### src/rtl/byte_serial_addsub_pkg.sv
// Shared encodings for the byte-serial adder/subtractor and its 8-bit slice.
package byte_serial_addsub_pkg;

  localparam int BYTE_W = 8;

  typedef enum logic [1:0] {
    IDLE = 2'd0,
    RUN  = 2'd1,
    DONE = 2'd2
  } state_e;

  localparam logic OP_ADD = 1'b0;
  localparam logic OP_SUB = 1'b1;

endpackage

### src/rtl/byte_serial_addsub_cell.sv
// Combinational 8-bit add slice: sum bits plus block generate/propagate
// so the caller can form the carry out of the byte as G | (P & Cin).
module eight_bit_cell
  import byte_serial_addsub_pkg::*;
(
  input  logic [BYTE_W-1:0] a_i,
  input  logic [BYTE_W-1:0] b_i,
  input  logic              cin_i,
  output logic [BYTE_W-1:0] s_o,
  output logic [BYTE_W-1:0] g_o,
  output logic [BYTE_W-1:0] p_o,
  output logic              bg_o,
  output logic              bp_o
);

  logic carry;
  logic gAcc;

  assign g_o = a_i & b_i;
  assign p_o = a_i ^ b_i;

  always_comb begin
    carry = cin_i;
    s_o   = '0;
    for (int i = 0; i < BYTE_W; i++) begin
      s_o[i] = p_o[i] ^ carry;
      carry  = g_o[i] | (p_o[i] & carry);
    end
  end

  // Block generate is independent of the incoming carry.
  always_comb begin
    gAcc = 1'b0;
    for (int i = 0; i < BYTE_W; i++) begin
      gAcc = g_o[i] | (p_o[i] & gAcc);
    end
  end

  assign bg_o = gAcc;
  assign bp_o = &p_o;

endmodule

### src/rtl/byte_serial_addsub.sv
// 32-bit add/subtract computed one byte per clock through a single slice,
// with valid/ready handshakes on the operand and result sides.
module byte_serial_addsub
  import byte_serial_addsub_pkg::*;
#(
  parameter  int NUM_BYTES = 4,
  localparam int W         = 8 * NUM_BYTES
) (
  input  logic         clock,
  input  logic         reset,
  input  logic         in_valid,
  output logic         in_ready,
  input  logic         op_sub,
  input  logic [W-1:0] A,
  input  logic [W-1:0] B,
  output logic         out_valid,
  input  logic         out_ready,
  output logic [W-1:0] S,
  output logic         Cout,
  output logic         V,
  output logic         Z
);

  localparam int IDXW = (NUM_BYTES > 1) ? $clog2(NUM_BYTES) : 1;
  localparam logic [IDXW-1:0] LAST_IDX = IDXW'(NUM_BYTES - 1);

  state_e state_q, state_d;

  logic [W-1:0]    a_q, a_d;
  logic [W-1:0]    b_q, b_d;
  logic [W-1:0]    sum_q, sum_d;
  logic [IDXW-1:0] idx_q, idx_d;
  logic            carry_q, carry_d;
  logic            cout_q, cout_d;
  logic            v_q, v_d;
  logic            z_q, z_d;

  logic            accept;
  logic            lastByte;
  logic [W-1:0]    aShift;
  logic [W-1:0]    bShift;
  logic [BYTE_W-1:0] cellA, cellB, cellS;
  logic            cellBg, cellBp;
  logic            cellCout;

  always_ff @(posedge clock) begin
    if (reset) begin
      state_q <= IDLE;
    end else begin
      state_q <= state_d;
    end
  end

  always_comb begin
    state_d = state_q;
    case (state_q)
      IDLE:    if (in_valid) state_d = RUN;
      RUN:     if (idx_q == LAST_IDX) state_d = DONE;
      DONE:    if (out_ready) state_d = IDLE;
      default: state_d = IDLE;
    endcase
  end

  always_comb begin
    in_ready  = 1'b0;
    out_valid = 1'b0;
    case (state_q)
      IDLE:    in_ready  = 1'b1;
      DONE:    out_valid = 1'b1;
      default: ;
    endcase
  end

  assign accept   = in_valid & in_ready;
  assign lastByte = (state_q == RUN) && (idx_q == LAST_IDX);

  // Bring the active byte of each latched operand down to bit 0.
  assign aShift = a_q >> {idx_q, 3'b000};
  assign bShift = b_q >> {idx_q, 3'b000};
  assign cellA  = aShift[BYTE_W-1:0];
  assign cellB  = bShift[BYTE_W-1:0];

  eight_bit_cell u_cell (
    .a_i   (cellA),
    .b_i   (cellB),
    .cin_i (carry_q),
    .s_o   (cellS),
    .g_o   (),
    .p_o   (),
    .bg_o  (cellBg),
    .bp_o  (cellBp)
  );

  assign cellCout = cellBg | (cellBp & carry_q);

  always_comb begin
    a_d     = a_q;
    b_d     = b_q;
    sum_d   = sum_q;
    idx_d   = idx_q;
    carry_d = carry_q;
    cout_d  = cout_q;
    v_d     = v_q;
    z_d     = z_q;
    if (accept) begin
      // Subtraction is A + ~B + 1: invert B here and seed the carry with 1.
      a_d     = A;
      b_d     = B ^ {W{op_sub}};
      carry_d = (op_sub == OP_SUB);
      idx_d   = '0;
      sum_d   = '0;
    end else if (state_q == RUN) begin
      for (int k = 0; k < NUM_BYTES; k++) begin
        if (idx_q == k[IDXW-1:0]) begin
          sum_d[k*BYTE_W +: BYTE_W] = cellS;
        end
      end
      carry_d = cellCout;
      idx_d   = idx_q + 1'b1;
      if (lastByte) begin
        cout_d = cellCout;
        v_d    = (a_q[W-1] == b_q[W-1]) && (cellS[BYTE_W-1] != a_q[W-1]);
        z_d    = (sum_d == '0);
      end
    end
  end

  always_ff @(posedge clock) begin
    if (reset) begin
      a_q     <= '0;
      b_q     <= '0;
      sum_q   <= '0;
      idx_q   <= '0;
      carry_q <= 1'b0;
      cout_q  <= 1'b0;
      v_q     <= 1'b0;
      z_q     <= 1'b0;
    end else begin
      a_q     <= a_d;
      b_q     <= b_d;
      sum_q   <= sum_d;
      idx_q   <= idx_d;
      carry_q <= carry_d;
      cout_q  <= cout_d;
      v_q     <= v_d;
      z_q     <= z_d;
    end
  end

  assign S    = sum_q;
  assign Cout = cout_q;
  assign V    = v_q;
  assign Z    = z_q;

endmodule
### config.mk
export PLATFORM = sky130hd
export DESIGN_NAME = byte_serial_addsub
export DESIGN_NICKNAME = d
export VERILOG_FILES = /design/src/rtl/byte_serial_addsub_pkg.sv /design/src/rtl/byte_serial_addsub_cell.sv /design/src/rtl/byte_serial_addsub.sv
export SDC_FILE = /design/constraint.sdc
export NUM_CORES = 1
export LEC_CHECK = 0
export ABC_CLOCK_PERIOD_IN_PS = 6400
export CAP_MARGIN = 30
export CORE_MARGIN = 2
export CORE_UTILIZATION = 55
export DETAILED_ROUTE_END_ITERATION = 6
export PLACE_DENSITY = 0.95
export SLEW_MARGIN = 15
export SYNTH_ARGS = -nofsm -noshare
export SYNTH_HDL_FRONTEND = slang
export SYNTH_SLANG_ARGS = --single-unit
### constraint.sdc
create_clock -name clock -period 6.4 [get_ports clock]
set_input_delay 1.28 -clock clock [delete_from_list [all_inputs] [get_ports clock]]
set_output_delay 1.28 -clock clock [all_outputs]
set_load 0.02 [all_outputs]
# Word level (Yosys, flattened, before mapping)
# Cells that the tools add are included.
[totals]
output_inout_bits = 37
reg_bits = 104
wordCells = 95
inputBits = 69
[classes]
shift = 2
add_sub_neg = 1
n_eq_ne = 10
n_bitwise = 43
n_reduce_logical = 10
muxes = 20
[ops]
columns = ["op", "n"]
rows = [
  ["$mux 8", 12],
  ["$shr 32x5->8", 2],
  ["$logic_not 32->1", 1],
  ["$xor 32x32->32", 1],
  ["$and 1x1->1", 16],
  ["$or 1x1->1", 15],
  ["$and 8x8->8", 1],
  ["$reduce_and 8->1", 1],
  ["$xor 1x1->1", 8],
  ["$xor 8x8->8", 1],
  ["$eq 2x2->1 const B", 3],
  ["$mux 2", 3],
  ["$pmux 2 s3", 1],
  ["$reduce_and 3->1", 2],
  ["$eq 2x1->1 const B", 2],
  ["$logic_not 2->1", 2],
  ["$mux 1", 4],
  ["$ne 2x2->1 const B", 2],
  ["$add 2x1->2 const B", 1],
  ["$logic_and 1x1->1", 2],
  ["$ne 2x1->1 const B", 1],
  ["$reduce_bool 2->1", 1],
  ["$reduce_or 2->1", 1],
  ["$eq 1x1->1", 1],
  ["2 further kinds", 2],
]

# Logic depth before layout (Yosys ltp)
[depth]
depth_word = 21
mapped_depth = 15

# By module
# A second synthesis with hierarchy kept.
[hier_totals]
cells_unflattened = 537
area_unflattened_um2 = 4898.4
[by_module_without_submodules]
columns = ["mod", "seq_area_each_um2", "area_per_inst_um2", "cells_per_inst", "n_inst"]
rows = [
  ["byte_serial_addsub", 2082.0, 4561.9, 504, 1],
  ["eight_bit_cell", 0.0, 336.6, 33, 1],
]

# Worst setup path before layout
# No wires, ideal clock.
[synth_path]
path_type = "register to register"
startpoint = "reg idx_q[0]"
endpoint = "reg z_q, in the netlist Z"
period_less_slack_ns = 4.419
setup_ns = 0.084
arrival_time_ns = 4.335
stages_incl_launch_ff = 16
required_ns = 6.316
n_path_buf = 1
setup_slack_ns = 1.981
path_cell_list = "dfxtp_1 buf_2 mux4_2 inv_1 fa_1 fa_1 inv_1 fa_1 fa_1 fa_1 fa_1 fa_1 nor2_1 nand2_1 or4_4 o31ai_2"
[synth_between]
elab_chain_cells = 21
[synth_lines]
columns = ["item", "line_no", "source"]
rows = [
  ["from (decl)", "byte_serial_addsub.sv:32", "logic [IDXW-1:0] idx_q, idx_d;"],
  ["from (signal assigned)", "byte_serial_addsub.sv:142", "idx_q <= idx_d;"],
  ["$shr 32x5->8 (on tied branches)", "byte_serial_addsub.sv:78, byte_serial_addsub.sv:79", ""],
  ["$xor 8x8->8", "byte_serial_addsub_cell.sv:20", "assign p_o = a_i ^ b_i;"],
  ["$and 1x1->1", "byte_serial_addsub_cell.sv:27", "carry = g_o[i] | (p_o[i] & carry);"],
  ["$or 1x1->1", "byte_serial_addsub_cell.sv:27", ""],
  ["$and 1x1->1", "byte_serial_addsub_cell.sv:27", ""],
  ["$or 1x1->1", "byte_serial_addsub_cell.sv:27", ""],
  ["$and 1x1->1", "byte_serial_addsub_cell.sv:27", ""],
  ["$or 1x1->1", "byte_serial_addsub_cell.sv:27", ""],
  ["(+5 left out)", "-", ""],
  ["$or 1x1->1", "byte_serial_addsub_cell.sv:27", ""],
  ["$and 1x1->1", "byte_serial_addsub_cell.sv:27", ""],
  ["$or 1x1->1", "byte_serial_addsub_cell.sv:27", ""],
  ["$xor 1x1->1", "byte_serial_addsub_cell.sv:26", "s_o[i] = p_o[i] ^ carry;"],
  ["$mux 8", "byte_serial_addsub.sv:114", "if (idx_q == k[IDXW-1:0]) begin"],
  ["$mux 8", "byte_serial_addsub.sv:112", "end else if (state_q == RUN) begin"],
  ["$mux 8", "byte_serial_addsub.sv:105", "if (accept) begin"],
  ["$logic_not 32->1", "byte_serial_addsub.sv:123", "z_d = (sum_d == '0);"],
  ["to (signal assigned)", "byte_serial_addsub.sv:146", "z_q <= z_d;"],
  ["to (decl)", "byte_serial_addsub.sv:36", "logic z_q, z_d;"],
]
# Parallel ways exist; a longest one is shown, timed or not. The select of a mux whose other input is x is not followed.
# A chain may end at the register's enable or synchronous reset.

# Final worst setup path
# Same ends and word-level chain as after synthesis.

==> results by group <==
Clock tree
  • Clock tree buffer depth: 2
  • CTS Buf Count: 9
  • Setup bufs post-CTS: 0
  • CTS tree: done
  • Hold-fix buffers at CTS: 0
  • Post-cts resize count: 0
  • Clk_lat worst skew: 0.36 ns
  • CTS Sinks: 104
  • CTS root buf: clkbuf_8
  • Clock transition at path regs: 0.10 ns
  • CTS H-tree lvls: 3

Yosys
  • Post-synthesis async set-or-reset flop share: 0%
  • Sequential fraction of the synthesis area: 43.0%
  • Post-Syn Instances: 535
  • Commonest register cell after synthesis: dfxtp_1
  • Post-Syn Area: 4840 um^2
  • Yosys synthesis warning count: 0
  • Synth top cells by count: nand2_1, dfxtp_1, a21oi_1
  • Post-synth top area share: 43.0%
  • EDFF count, synth: 0
  • Syn_area_per_cell: 9.05 um^2
  • Count leader, synth: nand2_1
  • Ranking of synthesized cells by area: dfxtp_1, nand2_1, mux4_2
  • Register bit total from synthesis: 104
  • Synth unique cells: 38
  • Dominant cell type by area after synthesis: dfxtp_1
  • Synthesized Nets: 623

Global routing
  • GRT overflow: 0
  • First-pass GRT wire length: 18,400 um
  • Vias in the first global route: 3,936
  • Initial antenna violation count: 0
  • Global Route Usage Sum: 23.8%
  • Largest net degree at the start of global routing: 74

Placed design
  • Placed Area: 5880 um^2
  • DP Worst Slack: 1.39 ns
  • Routability cong.: 0.907
  • DP HPWL: 8610 um
  • DP Cell Count: 713
  • Port bufs: 105

STA
  • Min Clock Period, post-route: 4.99 ns
  • WHS: 0.458 ns
  • Fin worst setup slack: 1.41 ns
  • Clock skew: 0.00877 ns
  • Worst slew pin tran: 0.850 ns
  • Final-report max-slew violation count: 0
  • Final setup vio count: 0
  • Final Hold Viols: 0
  • Slew HR: 43.3%
  • RSZ-0062 raised after global routing: false
  • Fin crit share: 78.0%
  • Highest clock rate: 0.200 GHz
  • Setup TNS: 0 ns

Routing
  • Routed length per instance: 15.6 um
  • Antenna Nets Post-Route: 0
  • DR pass1 iterations: 7
  • Post-Route WL: 11,400 um
  • First DRT Iteration DRCs: 186
  • DRC Markers: 0
  • Routed via count: 4,066
  • Via/cell ratio: 5.57

Power and ir drop
  • Max rail drop VDD: 125 uV
  • Logic pwr share: 20.5%
  • Internal power: 980 uW
  • Switching share of total power: 28.7%
  • P_sw: 395 uW
  • PwrDens: 226 nW/um^2
  • Leak: 2.10 nW
  • Total power: 1.38 mW
  • Clock power share: 28.0%
  • Seq pwr share: 51.5%

Floorplan
  • Core area: 8640 um^2
  • # rows: 34
  • Die area: 9570 um^2
  • Die Span Y: 97.8 um
  • Initial Utilization: 56.1%
  • Die boundary width: 97.8 um
  • # IOs: 106

Cells and area
  • Syn-to-layout area delta: 25.8%
  • Non-filler instance count after layout: 730
  • Final Cell Area: 6090 um^2
  • Finished Core Util: 70.5%
  • N_diodes: 0
  • Nets: 705
  • Layout cells sized above 1: 8.36%

Status
  • Status: finished, final reports clean

Setup path
  • CP top delay family: adder cells
  • Cell Chain, Critical Path: mux4_2 -> inv_1 -> fa_1 -> fa_1 -> inv_1 -> fa_1 -> fa_1 -> fa_1 -> fa_1 -> fa_1 -> xnor2_1 -> nand4_1 -> o31ai_2
  • Crit path kind: reg2reg
  • Worst-path maximum fanout: 12
  • Crit path top cell by count: fa_1
  • Startpoint types: register
  • Slowest cell on crit path: dfxtp_1
  • Crit path DAT: 5.28 ns
  • Max incr delay on CP: 0.83 ns
  • WP buf/inv: 2
  • CP Data Required Time: 6.68 ns
  • Crit. End Element: register

Job
  • Max cap viols: 0

Worst hold path
  • Worst min-delay path category: reg2reg
==> cells in the final DEF (no fill, tap or decap), types with 2 or more instances in the layout <==
cell	count
a211oi_1	40
a211oi_2	8
a21oi_1	59
and2_1	4
buf_2	2
buf_4	5
clkbuf_8	11
clkdlybuf4s50_1	103
clkinvlp_4	2
dfxtp_1	104
fa_1	7
ha_1	12
inv_1	9
mux4_2	16
nand2_1	111
nand2b_1	6
nand3_1	2
nand3b_1	3
nand4_1	2
nor2_1	53
nor3_1	5
nor4_1	2
o211ai_1	2
o21ai_0	2
xnor2_1	34
==> layer usage <==
metal  GRT usage, %  share of wire (%)  up-vias
li1               -                  -     1993
met1           30.5                 43     1889
met2           40.8                 49      161
met3           3.51                5.8       23
met4           8.97                2.3        0
met5              0                  0        -
==> worst min-delay path: stages, from the launching register on <==
cell and delay [ns]:
dfxtp_1 0.32, nand2_1 0.05, a21oi_1 0.05
==> final timing paths <==
path	end	cells after the start	slack [ns]	start
worst min-delay path	a_q[24]	2	0.46	a_q[24]
worst max register to register	Z	13	1.41	idx_q[0]
worst min register to register	a_q[24]	2	0.46	a_q[24]
worst max-delay path	Z	13	1.41	idx_q[0]
==> logic make-up (layout without fill, tap and decap cells) <==
group | count (synthesis) | in the layout | share of synthesized area (%)
xor gates and xnor gates | 34 | 34 | 6.15
DFF | 104 | 104 | 43.0
AOI/OAI and AO/OA | 117 | 117 | 15.9
adders and majority gates | 19 | 19 | 6.00
muxes | 16 | 16 | 7.44
buffers and inverters | 49 | 136 | 4.47
and+or+nand+nor | 196 | 196 | 17.0
==> registers in the layout, indices dropped and copies added (netlist names) <==
signal and count:
Z 1, Cout 1, state_q 2, idx_q 2
b_q 32, V 1, S 32, a_q 32
carry_q 1
==> power by group through the flow <==
stage | Combinational [mW] | Sequential (mW) | Clock (mW)
2_1_floorplan | 0.183 | 0.716 | 0
3_3_place_gp | 0.268 | 0.721 | 0
3_5_place_dp | 0.276 | 0.724 | 0
4_1_cts | 0.277 | 0.709 | 0.383
5_1_grt | 0.307 | 0.713 | 0.409
6_report | 0.282 | 0.709 | 0.385
==> layout make-up <==
cell class,count,area [um^2]
timing repair buffer,111,1110
multi-input combinational,382,2550
inverter,9,33.8
clock inverter,4,28.8
sequential,104,2080
fill,639,2550
tap,108,135
clock buffer,12,155
Power figures use the tool's default switching activity.
==> edit 1 (same flow settings) <==
Take the reset off `sum_q` and load it in a clocked block of its own.
--- a/src/rtl/byte_serial_addsub.sv
+++ b/src/rtl/byte_serial_addsub.sv
@@ -131,3 +131,2 @@
       b_q     <= '0;
-      sum_q   <= '0;
       idx_q   <= '0;
@@ -140,3 +139,2 @@
       b_q     <= b_d;
-      sum_q   <= sum_d;
       idx_q   <= idx_d;
@@ -149,2 +147,6 @@
 
+  always_ff @(posedge clock) begin
+    sum_q <= sum_d;
+  end
+
   assign S    = sum_q;
Check against the original RTL: differs if reset is asserted again (counterexample within 4 cycles, from zero or initial values and one cycle with reset high); with reset held inactive, the same outputs for 10 cycles.
==> edit 1 against the unedited design <==
- wire length rose by 2.6%
- design area fell by 1.6%
- area after synthesis fell by 2.8%
- sequential cell count did not move
- final cell count fell by 5.5%
- total power rose by 2.5%
- non-clock buffer count rose by 1
- count of clock-buffer cells in the layout did not move
- setup slack got worse by 0.27 ns
- critical endpoint unchanged
- largest power group unchanged
==> edit 1: results (changes against the unedited design) <==
The run finished with clean final reports. Number of buffers added on ports: 105 (unchanged). The worst-case register-to-register setup slack came out at 1.13 ns (-0.27 ns).

For the count of buffers added by post-CTS timing repair for setup, the log shows 0 (unchanged). The cell internal power dissipation is 0.998 mW (+1.9%), and the first-pass iteration count of the detailed router is 5 (-2). The average vias per placed instance is 5.75 (+3.2%). The area of combinational cells with multiple inputs was 2430 um^2 (-4.6%).

The total global-route track usage came out at 0.261 (+0.0238). The logs give 0 (unchanged) for the number of gates resized after cts and 673 (-5.6%) for the count of placed standard cells including taps. Sorting the synthesized cells by area gives the leading types as dfxtp_1 44%, mux4_2 7.7%, nand2_1 6.4%. The insertion delay of the later-clocked pin in the worst-skew pair came out at 0.35 ns.

Met2 usage: 0.486 (+0.0770). The met3 wire length came out at 686 um (+3.8%). The clock root buffer is clkbuf_8. The met3 usage came out at 0.0365 (+0.00139).

The detailed-placement wirelength estimate is 8.81 mm (+2.3%). Signal arrival time at the worst endpoint: 5.53 ns (+0.25 ns). Routability congestion estimate from global placement: 0.926 (+2.1%). The final-layout fill cell count was 611 (-4.4%); the total wire length was 11.7 mm (+2.6%).

The tools report the wire length of the first global-routing pass as 18.5 mm (+0.53%). The logs give 1.16 ns (-0.230 ns) for the worst slack at placement and 0.443 (+0.0126) for the share of synthesized area occupied by flip-flops and latches. The final setup violation count was 0 (unchanged). The fraction of met1 tracks used by global routing is 0.308 (+0.00344). The number of library cell types mapped by synthesis was 39 (+2.6%). For the Yosys warning count, the log shows 0 (unchanged). The largest voltage drop on the vdd net was 0.129 mV (+3.7%).

Startpoint of the worst hold path: a_q[16]. The run gives 0 (unchanged) as the total count of max-transition violations in the final report. The post-route clock skew was 0.0141 ns (+0.00530 ns). For the iteration-0 DRC count of the detailed router, the log shows 166 (-11%). The maximum number of pins on one net before global-route repair was 111 (+50%). The leakage dissipation is 2.19 nW (+4.4%), and the fraction of registers with async set or reset after synthesis is 0 (unchanged). The total placed instance area is 5790 um^2 (-1.5%).

Count of flip-flops with a built-in enable after synthesis: 0 (unchanged). In this run the worst setup path begins at idx_q[0]. The worst hold margin is 0.460 ns (+0.00184 ns), and the depth of the worst register-to-register path is 14 (+1). The detailed route wirelength on metal2 is 6.14 mm (+9.4%), and the post-synthesis average cell area is 9.54 um^2 (+5.4%).

The largest individual stage delay along the critical path comes from the cell dfxtp_1. Headroom to the max-slew limit: 0.441 (+0.00739). The capture instance of the worst register-to-register path is Z. The routed length on met1 is 4.61 mm (-4.9%), and the hold-critical path depth is 2 (unchanged). The commonest cells after synthesis are 104 x dfxtp_1, 80 x nand2_1, 45 x nor2_1.

Via count of the first global-routing pass: 3894 (-1.1%). The synthesized netlist net count was 581 (-6.7%); the non-filler instance count after layout was 690 (-5.5%). The largest stage delay on the critical path came out at 0.81 ns (-0.02 ns). The endpoint with the worst hold slack is a_q[16].

The path class of the tightest hold or removal check is reg -> reg. The proportion of layout cells with a drive suffix above 1 is 0.0821 (-0.00155).
[edit 1: cell count changes in the layout (fill, tap and decap cells not counted), moves of 6 or more]
cell | before | now
a211oi_2 | 8 | 0
o2bb2ai_1 | 0 | 6
a21oi_1 | 59 | 43
nor2_1 | 53 | 45
nand2_1 | 111 | 80
a22o_1 | 0 | 15
[edit 1: worst max-delay path by stage]
stage	to	slack, ns	depth (start not counted)
after detailed placement	Z	1.16	14
after global routing	Z	0.89	14
after global placement	Z	1.23	14
final	Z	1.13	14
after CTS	Z	1.15	14
after floorplan	Z	1.67	15
[edit 1: area by class of cell]
cell class              instances  share of cell area
clock inverters                 4             0.00501
flip-flops and latches        104               0.348
repair buffers                112               0.189
well taps                     105              0.0219
multi-input cells             343               0.406
clock buffers                  12              0.0242
inverters                      10             0.00627
[edit 1: power groups by stage]
stage	logic [mW]	clock network (mW)	registers, mW
3_5_place_dp	0.309	0	0.741
4_1_cts	0.310	0.369	0.726
2_1_floorplan	0.181	0	0.741
3_3_place_gp	0.297	0	0.738
5_1_grt	0.344	0.393	0.731
6_report	0.315	0.368	0.726
[edit 1: kinds of logic (layout without fill, tap and decap cells)]
logic type               after synthesis  in the layout  synth area share
flip-flops                           104            104             0.443
adder cells (fa/ha/maj)               19             19            0.0617
buffers and inverters                 46            138            0.0415
AND/OR/NAND/NOR                      157            157             0.144
AO/OA/AOI/OAI                        117            117             0.170
XOR/XNOR                              34             34            0.0633
multiplexers                          16             16            0.0766
[edit 1: critical path: cells and delay by family (launching register included)]
| family | cells | cell delay [ns] |
|---|---|---|
| adders and majority gates | 7 | 2.45 |
| and+or+nand+nor | 2 | 0.83 |
| DFF | 1 | 0.81 |
| muxes | 1 | 0.62 |
| AOI/OAI and AO/OA | 2 | 0.33 |
| buffers and inverters | 2 | 0.14 |
==> edit 2 (same flow settings) <==
Without the edit above. Set the parameter `NUM_BYTES` to 2 (it was 4).
--- a/src/rtl/byte_serial_addsub.sv
+++ b/src/rtl/byte_serial_addsub.sv
@@ -5,3 +5,3 @@
 #(
-  parameter  int NUM_BYTES = 4,
+  parameter  int NUM_BYTES = 2,
   localparam int W         = 8 * NUM_BYTES
Interface: changed (resized A, B and S); port bits go from 106 to 58. No check against the original RTL was run, so the function may have changed too.
==> edit 2 against the unedited design <==
- total power decreased by 47%
- area after synthesis decreased by 43%
- final cell count decreased by 43%
- wire length decreased by 47%
- sequential cell count decreased by 49
- setup slack improved by 0.14 ns
- design area decreased by 44%
- fmax increased by 2.9%
- critical endpoint unchanged
- highest routed layer unchanged
==> edit 2: results (changes against the unedited design) <==
The flow ran to the end, and the final reports show no timing, DRC or antenna violations. The run gives 2.98 mm (-47%) as the detailed route wirelength on metal2. The commonest cells after synthesis are 57 x nand2_1, 55 x dfxtp_1, 28 x nor2_1.

Per-cell routed wire length: 14.4 um (-7.4%). The first-pass iteration count of the detailed router was 4 (-3). The net count of the finished layout is 402 (-43%). The insertion delay of the later-clocked pin in the worst-skew pair came out at 0.30 ns (-0.06 ns). The mux cell area share after synthesis came out at 0.0638 (-0.0106).

The gate count of the mapped netlist was 301 (-44%); the total global-route track usage was 0.236 (-0.00124). The run gives 127 (-32%) as the iteration-0 DRC count of the detailed router. The final setup slack of the worst path was 1.55 ns (+0.142 ns); the non-filler instance count after layout was 416 (-43%). The fraction of met1 tracks used by global routing is 0.287 (-0.0181). H-tree depth reported by CTS: 2 (-1). The logs give 1.24 nW (-41%) for the leakage dissipation and 39 (+2.6%) for the number of library cell types mapped by synthesis. For the cell internal power dissipation, the log shows 0.521 mW (-47%).

The maximum number of pins on one net before global-route repair came out at 51 (-31%). The wire length of the first global-routing pass was 10.1 mm (-45%). For the worst slack at placement, the log shows 1.67 ns (+0.274 ns). Count of placed standard cells including taps: 409 (-43%). The run gives 5.08 ns (-0.20 ns) as the signal arrival time at the worst endpoint. The largest voltage drop on the vdd net was 0.121 mV (-3.0%). In this run the critical register-to-register path is launched from idx_q.

The met3 wire length is 363 um (-45%), and the highest fanout seen on the critical path is 22 (+10). For the routed length on met1, the log shows 2.47 mm (-49%).
[edit 2: cell count changes after synthesis, sizes merged, moves of 10 or more]
cell / unedited run / this run
a211oi: 48 / 25
a21oi: 59 / 32
buf: 23 / 13
clkbuf: 17 / 5
dfxtp: 104 / 55
mux2: 0 / 12
mux4: 16 / 0
nand2: 111 / 58
nor2: 53 / 28
xnor2: 34 / 17
[edit 2: power groups by stage]
stage               registers, mW  logic [mW]  clock network (mW)
floorplan                   0.386       0.120                   0
detailed placement          0.390       0.175                   0
CTS                         0.382       0.176               0.174
global route                0.385       0.196               0.186
global placement            0.389       0.169                   0
finish                      0.382       0.179               0.173
[edit 2: cell type report]
cell class / instances / area [um^2] / share of cell area
Tap cell: 67 / 83.8 / 0.0247
Clock buffer: 6 / 72.6 / 0.0214
Timing Repair Buffer: 60 / 601 / 0.177
Multi-Input combinational cell: 220 / 1510 / 0.444
Inverter: 8 / 30.0 / 0.00885
Sequential cell: 55 / 1100 / 0.324
